[src/rtl/bcd_pkg.sv]
// Shared definitions for the sequential binary-to-BCD converter.
//   state_e        : converter FSM states
//   BCD_DIGIT_W    : bits per BCD digit
//   ADJ_THRESH     : digit value at or above which the add-3 correction applies
//   ADJ_VALUE      : correction added to a digit before each shift
//   digits_fit()   : true when DIGITS decimal digits can hold any WIDTH-bit value
package bcd_pkg;

  typedef enum logic {
    IDLE = 1'b0,
    CONV = 1'b1
  } state_e;

  localparam int BCD_DIGIT_W = 4;
  localparam int ADJ_THRESH  = 5;
  localparam int ADJ_VALUE   = 3;

  // 10**digits >= 2**width, saturating the power of ten so large DIGITS
  // values cannot wrap the intermediate product.
  function automatic bit digits_fit(input int width, input int digits);
    longint lim;
    longint cap;
    lim = longint'(1) << width;
    cap = 1;
    for (int i = 0; i < digits; i++) begin
      if (cap < lim) begin
        cap = cap * 10;
      end
    end
    return (cap >= lim);
  endfunction

endpackage

[src/rtl/bcd_digit_adj.sv]
// Double-dabble digit correction: a digit of 5 or more gets 3 added so the
// following left shift carries correctly into the next decimal digit.
//   digit_in  : current BCD scratch digit
//   digit_out : corrected digit (4-bit wrap, no carry out)
module bcd_digit_adj
  import bcd_pkg::*;
(
  input  logic [BCD_DIGIT_W-1:0] digit_in,
  output logic [BCD_DIGIT_W-1:0] digit_out
);

  assign digit_out = (digit_in >= BCD_DIGIT_W'(ADJ_THRESH))
                     ? digit_in + BCD_DIGIT_W'(ADJ_VALUE)
                     : digit_in;

endmodule

[src/rtl/binary_to_bcd_seq.sv]
// Sequential binary-to-BCD converter, shift-and-add-3, one input bit per clock.
// A conversion takes WIDTH cycles from the accepting edge to the done pulse.
//
//   clk      : system clock, rising edge
//   rst      : asynchronous active-high reset
//   start    : conversion request, sampled only while idle
//   bin_in   : binary value, captured on the accepting edge
//   busy     : high while converting
//   done     : one-cycle pulse when bcd_out/ovf are updated
//   bcd_out  : BCD result, digit 0 (units) in bits [3:0]
//   ovf      : result did not fit in DIGITS digits
//
// state | meaning
// ------+--------------------------------------------------------------
// IDLE  | waiting for start; bcd_out/ovf hold the last result
// CONV  | adjust digits, shift one bit per clock; counter counts down
//
// STRICT_DIGITS=1 rejects a DIGITS value too small for WIDTH at elaboration.
// Clearing it allows a deliberately narrow display, with ovf reporting the
// values that lost their top digit.
module binary_to_bcd_seq
  import bcd_pkg::*;
#(
  parameter int WIDTH         = 8,
  parameter int DIGITS        = 3,
  parameter bit STRICT_DIGITS = 1'b1
) (
  input  logic                          clk,
  input  logic                          rst,
  input  logic                          start,
  input  logic [WIDTH-1:0]              bin_in,
  output logic                          busy,
  output logic                          done,
  output logic [BCD_DIGIT_W*DIGITS-1:0] bcd_out,
  output logic                          ovf
);

  localparam int BCD_W = BCD_DIGIT_W * DIGITS;
  localparam int CNT_W = $clog2(WIDTH + 1);

  if (WIDTH < 2 || WIDTH > 16) begin : g_bad_width
    $error("binary_to_bcd_seq: WIDTH must be in 2..16");
  end
  if (DIGITS < 1) begin : g_bad_digits
    $error("binary_to_bcd_seq: DIGITS must be at least 1");
  end
  if (STRICT_DIGITS && !digits_fit(WIDTH, DIGITS)) begin : g_digits_too_few
    $error("binary_to_bcd_seq: DIGITS too small to hold 2**WIDTH-1");
  end

  state_e             state_q, state_d;
  logic [WIDTH-1:0]   bin_shift_q, bin_shift_d;
  logic [BCD_W-1:0]   bcd_scr_q, bcd_scr_d;
  logic               ovf_scr_q, ovf_scr_d;
  logic [CNT_W-1:0]   cnt_q, cnt_d;
  logic [BCD_W-1:0]   bcd_out_q, bcd_out_d;
  logic               ovf_q, ovf_d;
  logic               done_q, done_d;
  logic [BCD_W-1:0]   bcd_adj;

  for (genvar g = 0; g < DIGITS; g++) begin : g_adj
    bcd_digit_adj u_adj (
      .digit_in  (bcd_scr_q[g*BCD_DIGIT_W +: BCD_DIGIT_W]),
      .digit_out (bcd_adj[g*BCD_DIGIT_W +: BCD_DIGIT_W])
    );
  end

  always_comb begin
    state_d     = state_q;
    bin_shift_d = bin_shift_q;
    bcd_scr_d   = bcd_scr_q;
    ovf_scr_d   = ovf_scr_q;
    cnt_d       = cnt_q;
    bcd_out_d   = bcd_out_q;
    ovf_d       = ovf_q;
    done_d      = 1'b0;

    case (state_q)
      IDLE: begin
        if (start) begin
          bin_shift_d = bin_in;
          bcd_scr_d   = '0;
          ovf_scr_d   = 1'b0;
          cnt_d       = CNT_W'(WIDTH);
          state_d     = CONV;
        end
      end

      CONV: begin
        // Adjusted digits and the binary register shift left as one vector;
        // whatever leaves the top digit is lost and flags overflow.
        bin_shift_d = {bin_shift_q[WIDTH-2:0], 1'b0};
        bcd_scr_d   = {bcd_adj[BCD_W-2:0], bin_shift_q[WIDTH-1]};
        ovf_scr_d   = ovf_scr_q | bcd_adj[BCD_W-1];
        cnt_d       = cnt_q - CNT_W'(1);
        if (cnt_q == CNT_W'(1)) begin
          bcd_out_d = bcd_scr_d;
          ovf_d     = ovf_scr_d;
          done_d    = 1'b1;
          state_d   = IDLE;
        end
      end

      default: begin
        state_d = IDLE;
      end
    endcase
  end

  always_ff @(posedge clk or posedge rst) begin
    if (rst) begin
      state_q     <= IDLE;
      bin_shift_q <= '0;
      bcd_scr_q   <= '0;
      ovf_scr_q   <= 1'b0;
      cnt_q       <= '0;
      bcd_out_q   <= '0;
      ovf_q       <= 1'b0;
      done_q      <= 1'b0;
    end else begin
      state_q     <= state_d;
      bin_shift_q <= bin_shift_d;
      bcd_scr_q   <= bcd_scr_d;
      ovf_scr_q   <= ovf_scr_d;
      cnt_q       <= cnt_d;
      bcd_out_q   <= bcd_out_d;
      ovf_q       <= ovf_d;
      done_q      <= done_d;
    end
  end

  assign busy    = (state_q == CONV);
  assign done    = done_q;
  assign bcd_out = bcd_out_q;
  assign ovf     = ovf_q;

endmodule

[config.mk]
export PLATFORM = sky130hd
export DESIGN_NAME = binary_to_bcd_seq
export DESIGN_NICKNAME = d
export VERILOG_FILES = /design/src/rtl/bcd_pkg.sv /design/src/rtl/bcd_digit_adj.sv /design/src/rtl/binary_to_bcd_seq.sv
export SDC_FILE = /design/constraint.sdc
export NUM_CORES = 1
export LEC_CHECK = 0
export ABC_AREA = 0
export BUFFER_PORTS_ARGS = -buffer_cell sky130_fd_sc_hd__buf_2
export CORE_MARGIN = 5
export CORE_UTILIZATION = 30
export DETAILED_ROUTE_END_ITERATION = 8
export GPL_ROUTABILITY_DRIVEN = 0
export GPL_TIMING_DRIVEN = 0
export PLACE_DENSITY = 0.55
export SYNTH_ARGS = -nofsm -noshare
export SYNTH_HDL_FRONTEND = slang
export SYNTH_SLANG_ARGS = --single-unit
[constraint.sdc]
create_clock -name clk -period 1.7 [get_ports clk]
set_clock_uncertainty 0.05 [all_clocks]
set_input_delay 0.085 -clock clk [delete_from_list [all_inputs] [get_ports clk]]
set_output_delay 0.085 -clock clk [all_outputs]
set_load 0.005 [all_outputs]
==> metrics, run 1 <==
status completed; Slew @ Worst Pin between 0.8 and 0.9 ns; CTS tree yes; Area after DPL 0.00212 mm2; Mean Syn Cell Area 10.0 um2; r2r startpoint cnt_q[1]; CP startpoint cnt_q[1]; Initial DRT Pass Iterations 4; root buffer cell clkbuf_8; max cap viols 0; pwr dens 1830 mW/mm2; via count 1439; Switching Share 38.9%; layout cells sized above 1 ~27%; largest net degree at the start of global routing between 40 and 50; CTS Buffer Depth 2; HPWL after DPL 2.73 mm; startpoint types flop; Worst EP arrival 1.82 ns; Total GRT Usage a little under an eighth; TritonCTS Buffers 5; final period utilization 99.3%; Ys Warns 0; RSZ-0062 raised after global routing yes; post-layout min period between 1.5 and 2 ns; Rows 29; Remaining DRCs 0; sequential fraction of design power around two fifths; setup TNS 0 ns; Sw Pwr approximately 1.6 mW; slew margin rel. between 40 and 50%; leading cell type in the layout, fill and taps excluded dfrtp_1; Layout area overhead 21.9%; final net count between 200 and 250; IO buf count 24; first-pass GRT wire length around 7.2 mm; Worst Path Required about 1.8 ns; maximum vdd ir drop approximately 0.58 mV; Unique masters post-synth 32; cell-internal power 2.59 mW; clock share of power about 14%; cells after synthesis 190; initial drt markers 102; Placed Instances between 200 and 300; width of the die 89.6 um; CTS Sinks 40; # IOs 26; final hold violation count 0; Final Non-Filler Cells 304; WL final between 4 and 5 mm; Leak between 1 and 1.5 nW; Core Region 0.00624 mm2; Crit. End Element flop; Seq/Total Area, Yosys between 50% and 60%; Die Y 89.6 um; Slew Limit Fails 0; vias in the first global route approximately 1500; total global routing overflow 0; initial core utilization 30.5%; initial antenna violation count 0; htree depth 2; post-synth design cell area between 0.0015 and 0.002 mm2; final setup violation count 0; DR vias/cell 4.73; Final Cell Area about 0.0023 mm2; Setup CP Type reg2reg; Synth Register Bits 40; Gate power share approximately 47%; FILL cells 659; Antenna Nets Post-Route 0; Post-Synthesis Net Count 209; Clk Latency, worst-skew pair slightly below 0.3 ns; # diodes 0; Reg clk slew, reported paths 0.07 ns; commonest non-fill, non-tap cells in the layout dfrtp_1 (40), nand2_1 (32), buf_2 (25), o21ai_0 (16); FMAX ~590 MHz; WL/cell around 14 um; CP Max Fanout 5; Tightest Hold Check Type in2reg; hold_sp bin_in[5]; die area 0.00803 mm2
## state kept, by name (all words and copies together), names as in the netlist
signal / cells
bcd_scr_q: 12
cnt_q: 4
bin_shift_q: 8
done: 1
busy: 1
bcd_out: 12
ovf_scr_q: 1
ovf: 1
## cell usage after synthesis
cell type  instances  area, um2
o31ai_1            1       7.51
a31oi_1            1       6.26
a21oi_1           11       55.1
clkinv_4           1       8.76
mux2_2             2       22.5
or4b_4             1       13.8
clkbuf_1           5       18.8
mux2i_1            9       90.1
ha_1               8        100
buf_2              1       5.00
nor3_1             3       15.0
mux2_1             2       22.5
inv_1             11       41.3
buf_4              1       7.51
a31o_2             1       8.76
o22ai_1            7       43.8
o21ai_2            1       8.76
nand2_1           32        120
or3_1              1       6.26
dfrtp_1           40       1000
o22a_1             1       8.76
a22o_1             1       8.76
o21ai_1            7       35.0
xnor2_1            4       35.0
a21o_1             1       7.51
nor3b_1            5       37.5
nand2b_1           3       18.8
o21ai_0           16       80.1
nor2_1             8       30.0
nand3_1            2       10.0
inv_2              1       3.75
buf_6              2       22.5
## per-layer routing
| metal | track usage (%) | up-vias | part of all wire [%] |
|---|---|---|---|
| li1 | - | 718 | - |
| met1 | 15.0 | 685 | 46 |
| met2 | 19.1 | 28 | 47 |
| met3 | 3.56 | 8 | 4.9 |
| met4 | 4.06 | 0 | 1.8 |
| met5 | 0 | - | 0 |
## area by class of cell
class                      instances  area, um2  share of cell area (%)
sequential                        40       1000                    43.2
multi-input combinational        128        847                    36.6
timing repair buffer              33        196                    8.48
tap                               77       96.3                    4.16
clock buffer                       5       68.8                    2.97
inverter                          13       61.3                    2.65
buffer                             8       46.3                    2.00
## worst max-delay path, stage by stage (launching register included)
cell	delay, ns
dfrtp_1	0.40
inv_2	0.09
ha_4	0.12
or4b_4	0.54
clkinv_8	0.09
mux2_4	0.29
## final timing paths
path	endpoint	slack (ns)	cells after the start
worst max-delay path	bcd_out[9]	0.01	5
worst min-delay path	bin_shift_q[5]	0.03	3
worst max register to register	bcd_out[9]	0.01	5
worst min register to register	bcd_out[11]	0.43	2
max in group asynchronous	bcd_out[1]	0.59	3
min in group asynchronous	bin_shift_q[5]	0.46	3
## power by group through the flow
stage	Sequential [mW]	Combinational (mW)	Clock, mW
global route	1.73	2.28	0.644
finish	1.67	1.99	0.583
CTS	1.66	1.94	0.604
floorplan	1.62	1.29	0
global placement	1.66	1.71	0
detailed placement	1.67	1.77	0
## logic make-up after synthesis
| group | Yosys count | share of synthesized area [%] |
|---|---|---|
| AOI/OAI and AO/OA | 48 | 14.2 |
| DFF | 40 | 52.7 |
| xor gates and xnor gates | 4 | 1.84 |
| buffers and inverters | 22 | 5.66 |
| adders and majority gates | 8 | 5.27 |
| and+or+nand+nor | 55 | 13.2 |
| muxes | 13 | 7.11 |
## repair_timing
action | 4_1_cts | 5_1_grt
resized for setup | 9 | 10
setup endpoints to repair | 4 | 12
gates cloned | 0 | 0
hold endpoints to repair | 41 | 0
setup buffers | 7 | 0
hold buffers | 2 | 0
## metrics by stage
step	setup slack (ns)	power [mW]	hold slack, ns	util (%)
2_1_floorplan	-0.00982	2.92	0.191	-
3_3_place_gp	-0.0839	3.37	0.287	34.0
3_5_place_dp	-0.116	3.44	0.275	34.0
4_1_cts	0.00248	4.21	0.0240	36.9
5_1_grt	-0.0419	4.65	0.0488	37.1
6_report	0.0121	4.24	0.0256	37.1
No activity file was read; power rests on OpenSTA's default activity.
==> run 2, diff against run 1 <==
--- a/config.mk
+++ b/config.mk
@@ -12,6 +12,7 @@
 export DETAILED_ROUTE_END_ITERATION = 8
 export GPL_ROUTABILITY_DRIVEN = 0
 export GPL_TIMING_DRIVEN = 0
+export MAX_ROUTING_LAYER = met4
 export PLACE_DENSITY = 0.55
 export SYNTH_ARGS = -nofsm -noshare
 export SYNTH_HDL_FRONTEND = slang
==> run 2 against run 1 <==
Net effect: flip-flop and latch count unchanged; die area unchanged; critical endpoint unchanged; largest cell class unchanged; sequential share of layout area unchanged; largest power group unchanged; hold slack worse by 0.0025 ns.
==> metrics, run 2 (same netlist as run 1, synthesis figures left out) <==
CP Max Fanout 5 (unchanged); largest net degree at the start of global routing 41 (unchanged); Initial DRT Pass Iterations 4 (unchanged); Worst R2R Setup Slack 0.01 ns (about the same); IO buf count 24 (unchanged); Crit. End Element flop (unchanged); Remaining DRCs 0 (unchanged); max cap viols 0 (unchanged); Antenna Nets Post-Route 0 (unchanged); initial core utilization 30.5% (unchanged); final net count 248 (unchanged); worst r2r path cells 5 (unchanged); FILL cells 659 (unchanged); HPWL after DPL 2.73 mm (unchanged); Layout area overhead 21.9% (unchanged); RSZ-0062 raised after global routing yes (unchanged); Worst Path Required 1.83 ns (about the same); Core Region 0.00624 mm2 (unchanged); via count 1450 (was 1439); final hold violation count 0 (unchanged); startpoint types flop (unchanged); WL/cell 13.8 um (was 13.9 um); clock share of power 13.8% (was 13.7%); Clk Latency, worst-skew pair 0.29 ns (about the same); final setup violation count 0 (unchanged); die area 0.00803 mm2 (unchanged); pwr dens 1830 mW/mm2 (about the same); Slew Limit Fails 0 (unchanged); Tightest Hold Check Type in2reg (unchanged); Setup CP Type reg2reg (unchanged); CTS tree yes (unchanged); Total GRT Usage 12.2% (was 11.8%); WL final 4.19 mm (was 4.22 mm); initial drt markers 108 (was 102); sequential fraction of design power 39.3% (about the same); root buffer cell clkbuf_8 (unchanged); leading cell type in the layout, fill and taps excluded dfrtp_1 (unchanged); TritonCTS Buffers 5 (unchanged); cell-internal power 2.59 mW (about the same); CTS Sinks 40 (unchanged); worst hold path depth 3 (unchanged); FMAX 593 MHz (was 592 MHz); vias in the first global route 1463 (was 1456); Worst EP arrival 1.82 ns (about the same); Reg clk slew, reported paths 0.07 ns (about the same); final period utilization 99.2% (was 99.3%); Rows 29 (unchanged); CTS Buffer Depth 2 (unchanged); Switching Share 38.8% (was 38.9%); Die Y 89.6 um (unchanged); setup TNS 0 ns (unchanged); htree depth 2 (unchanged); width of the die 89.6 um (unchanged); post-layout min period 1.69 ns (about the same); Sw Pwr 1.65 mW (about the same); status completed (unchanged); # IOs 26 (unchanged); Leak 1.07 nW (unchanged); slew margin rel. 42.9% (was 42.5%); Hold Slack 0.0231 ns (was 0.0256 ns); # diodes 0 (unchanged); first-pass GRT wire length 7.20 mm (unchanged); initial antenna violation count 0 (unchanged); maximum vdd ir drop 0.575 mV (was 0.577 mV); Slew @ Worst Pin 0.855 ns (was 0.861 ns); total global routing overflow 0 (unchanged); commonest non-fill, non-tap cells in the layout dfrtp_1 (40), nand2_1 (32), buf_2 (25), o21ai_0 (16) (unchanged); DR vias/cell 4.77 (was 4.73); Gate power share 46.9% (was 47.0%); layout cells sized above 1 26.9% (unchanged)
## run 2: cell counts in the layout (fill, tap and decap cells not counted)
Identical to the previous run, type by type.
## run 2: critical path, stage by stage, from the launching register on
cell and delay [ns]:
dfrtp_1 0.40, inv_2 0.09, ha_4 0.12, or4b_4 0.54, clkinv_8 0.09, mux2_4 0.29
## run 2: path summary, 6_finish.rpt
kind / start / to
min in group asynchronous: rst / bin_shift_q[5]
hold reg to reg: bcd_out[11] / bcd_out[11]
hold / removal: bin_in[5] / bin_shift_q[5]
max in group asynchronous: rst / busy
setup reg to reg: cnt_q[1] / bcd_out[9]
setup / recovery: cnt_q[1] / bcd_out[9]
## run 2: power groups by stage
stage               logic [mW]  registers (mW)  clock network, mW
floorplan                 1.29            1.62                  0
global placement          1.71            1.66                  0
detailed placement        1.77            1.67                  0
CTS                       1.94            1.66              0.604
global route              2.28            1.73              0.644
finish                    1.99            1.67              0.586
## run 2: what timing repair did
item,in CTS,in global routing
buffers inserted,7,0
hold buffers,2,0
resized for setup,9,10
endpoints found under the hold margin,41,0
endpoints found under the setup margin,4,12
## run 2: routing by layer
layer | GRT usage [%] | vias to the layer above | wire, um
met5 | - | - | 0
li1 | - | 722 | -
met1 | 15.3 | 693 | 1970
met4 | 4.06 | 0 | 99
met3 | 3.56 | 10 | 181
met2 | 18.8 | 25 | 1940
## run 2: final cells by class
type	instances	area (um2)	area share, %
plain buffers	8	46.3	2.00
well taps	77	96.3	4.16
multi-input cells	128	847	36.6
flip-flops and latches	40	1000	43.2
clock buffers	5	68.8	2.97
inverters	13	61.3	2.65
repair buffers	33	196	8.48
## run 2: stage by stage
step / total power [mW] / util, % / instance area, um2 / setup slack [ns] / std cells
2_1_floorplan: 2.92 / - / 1900 / -0.00982 / 190
3_3_place_gp: 3.37 / 34.0 / 2120 / -0.0839 / 291
3_5_place_dp: 3.44 / 34.0 / 2120 / -0.116 / 291
4_1_cts: 4.21 / 36.9 / 2300 / 0.00248 / 305
5_1_grt: 4.65 / 37.1 / 2320 / -0.0419 / 304
6_report: 4.24 / 37.1 / 2320 / 0.0137 / 304
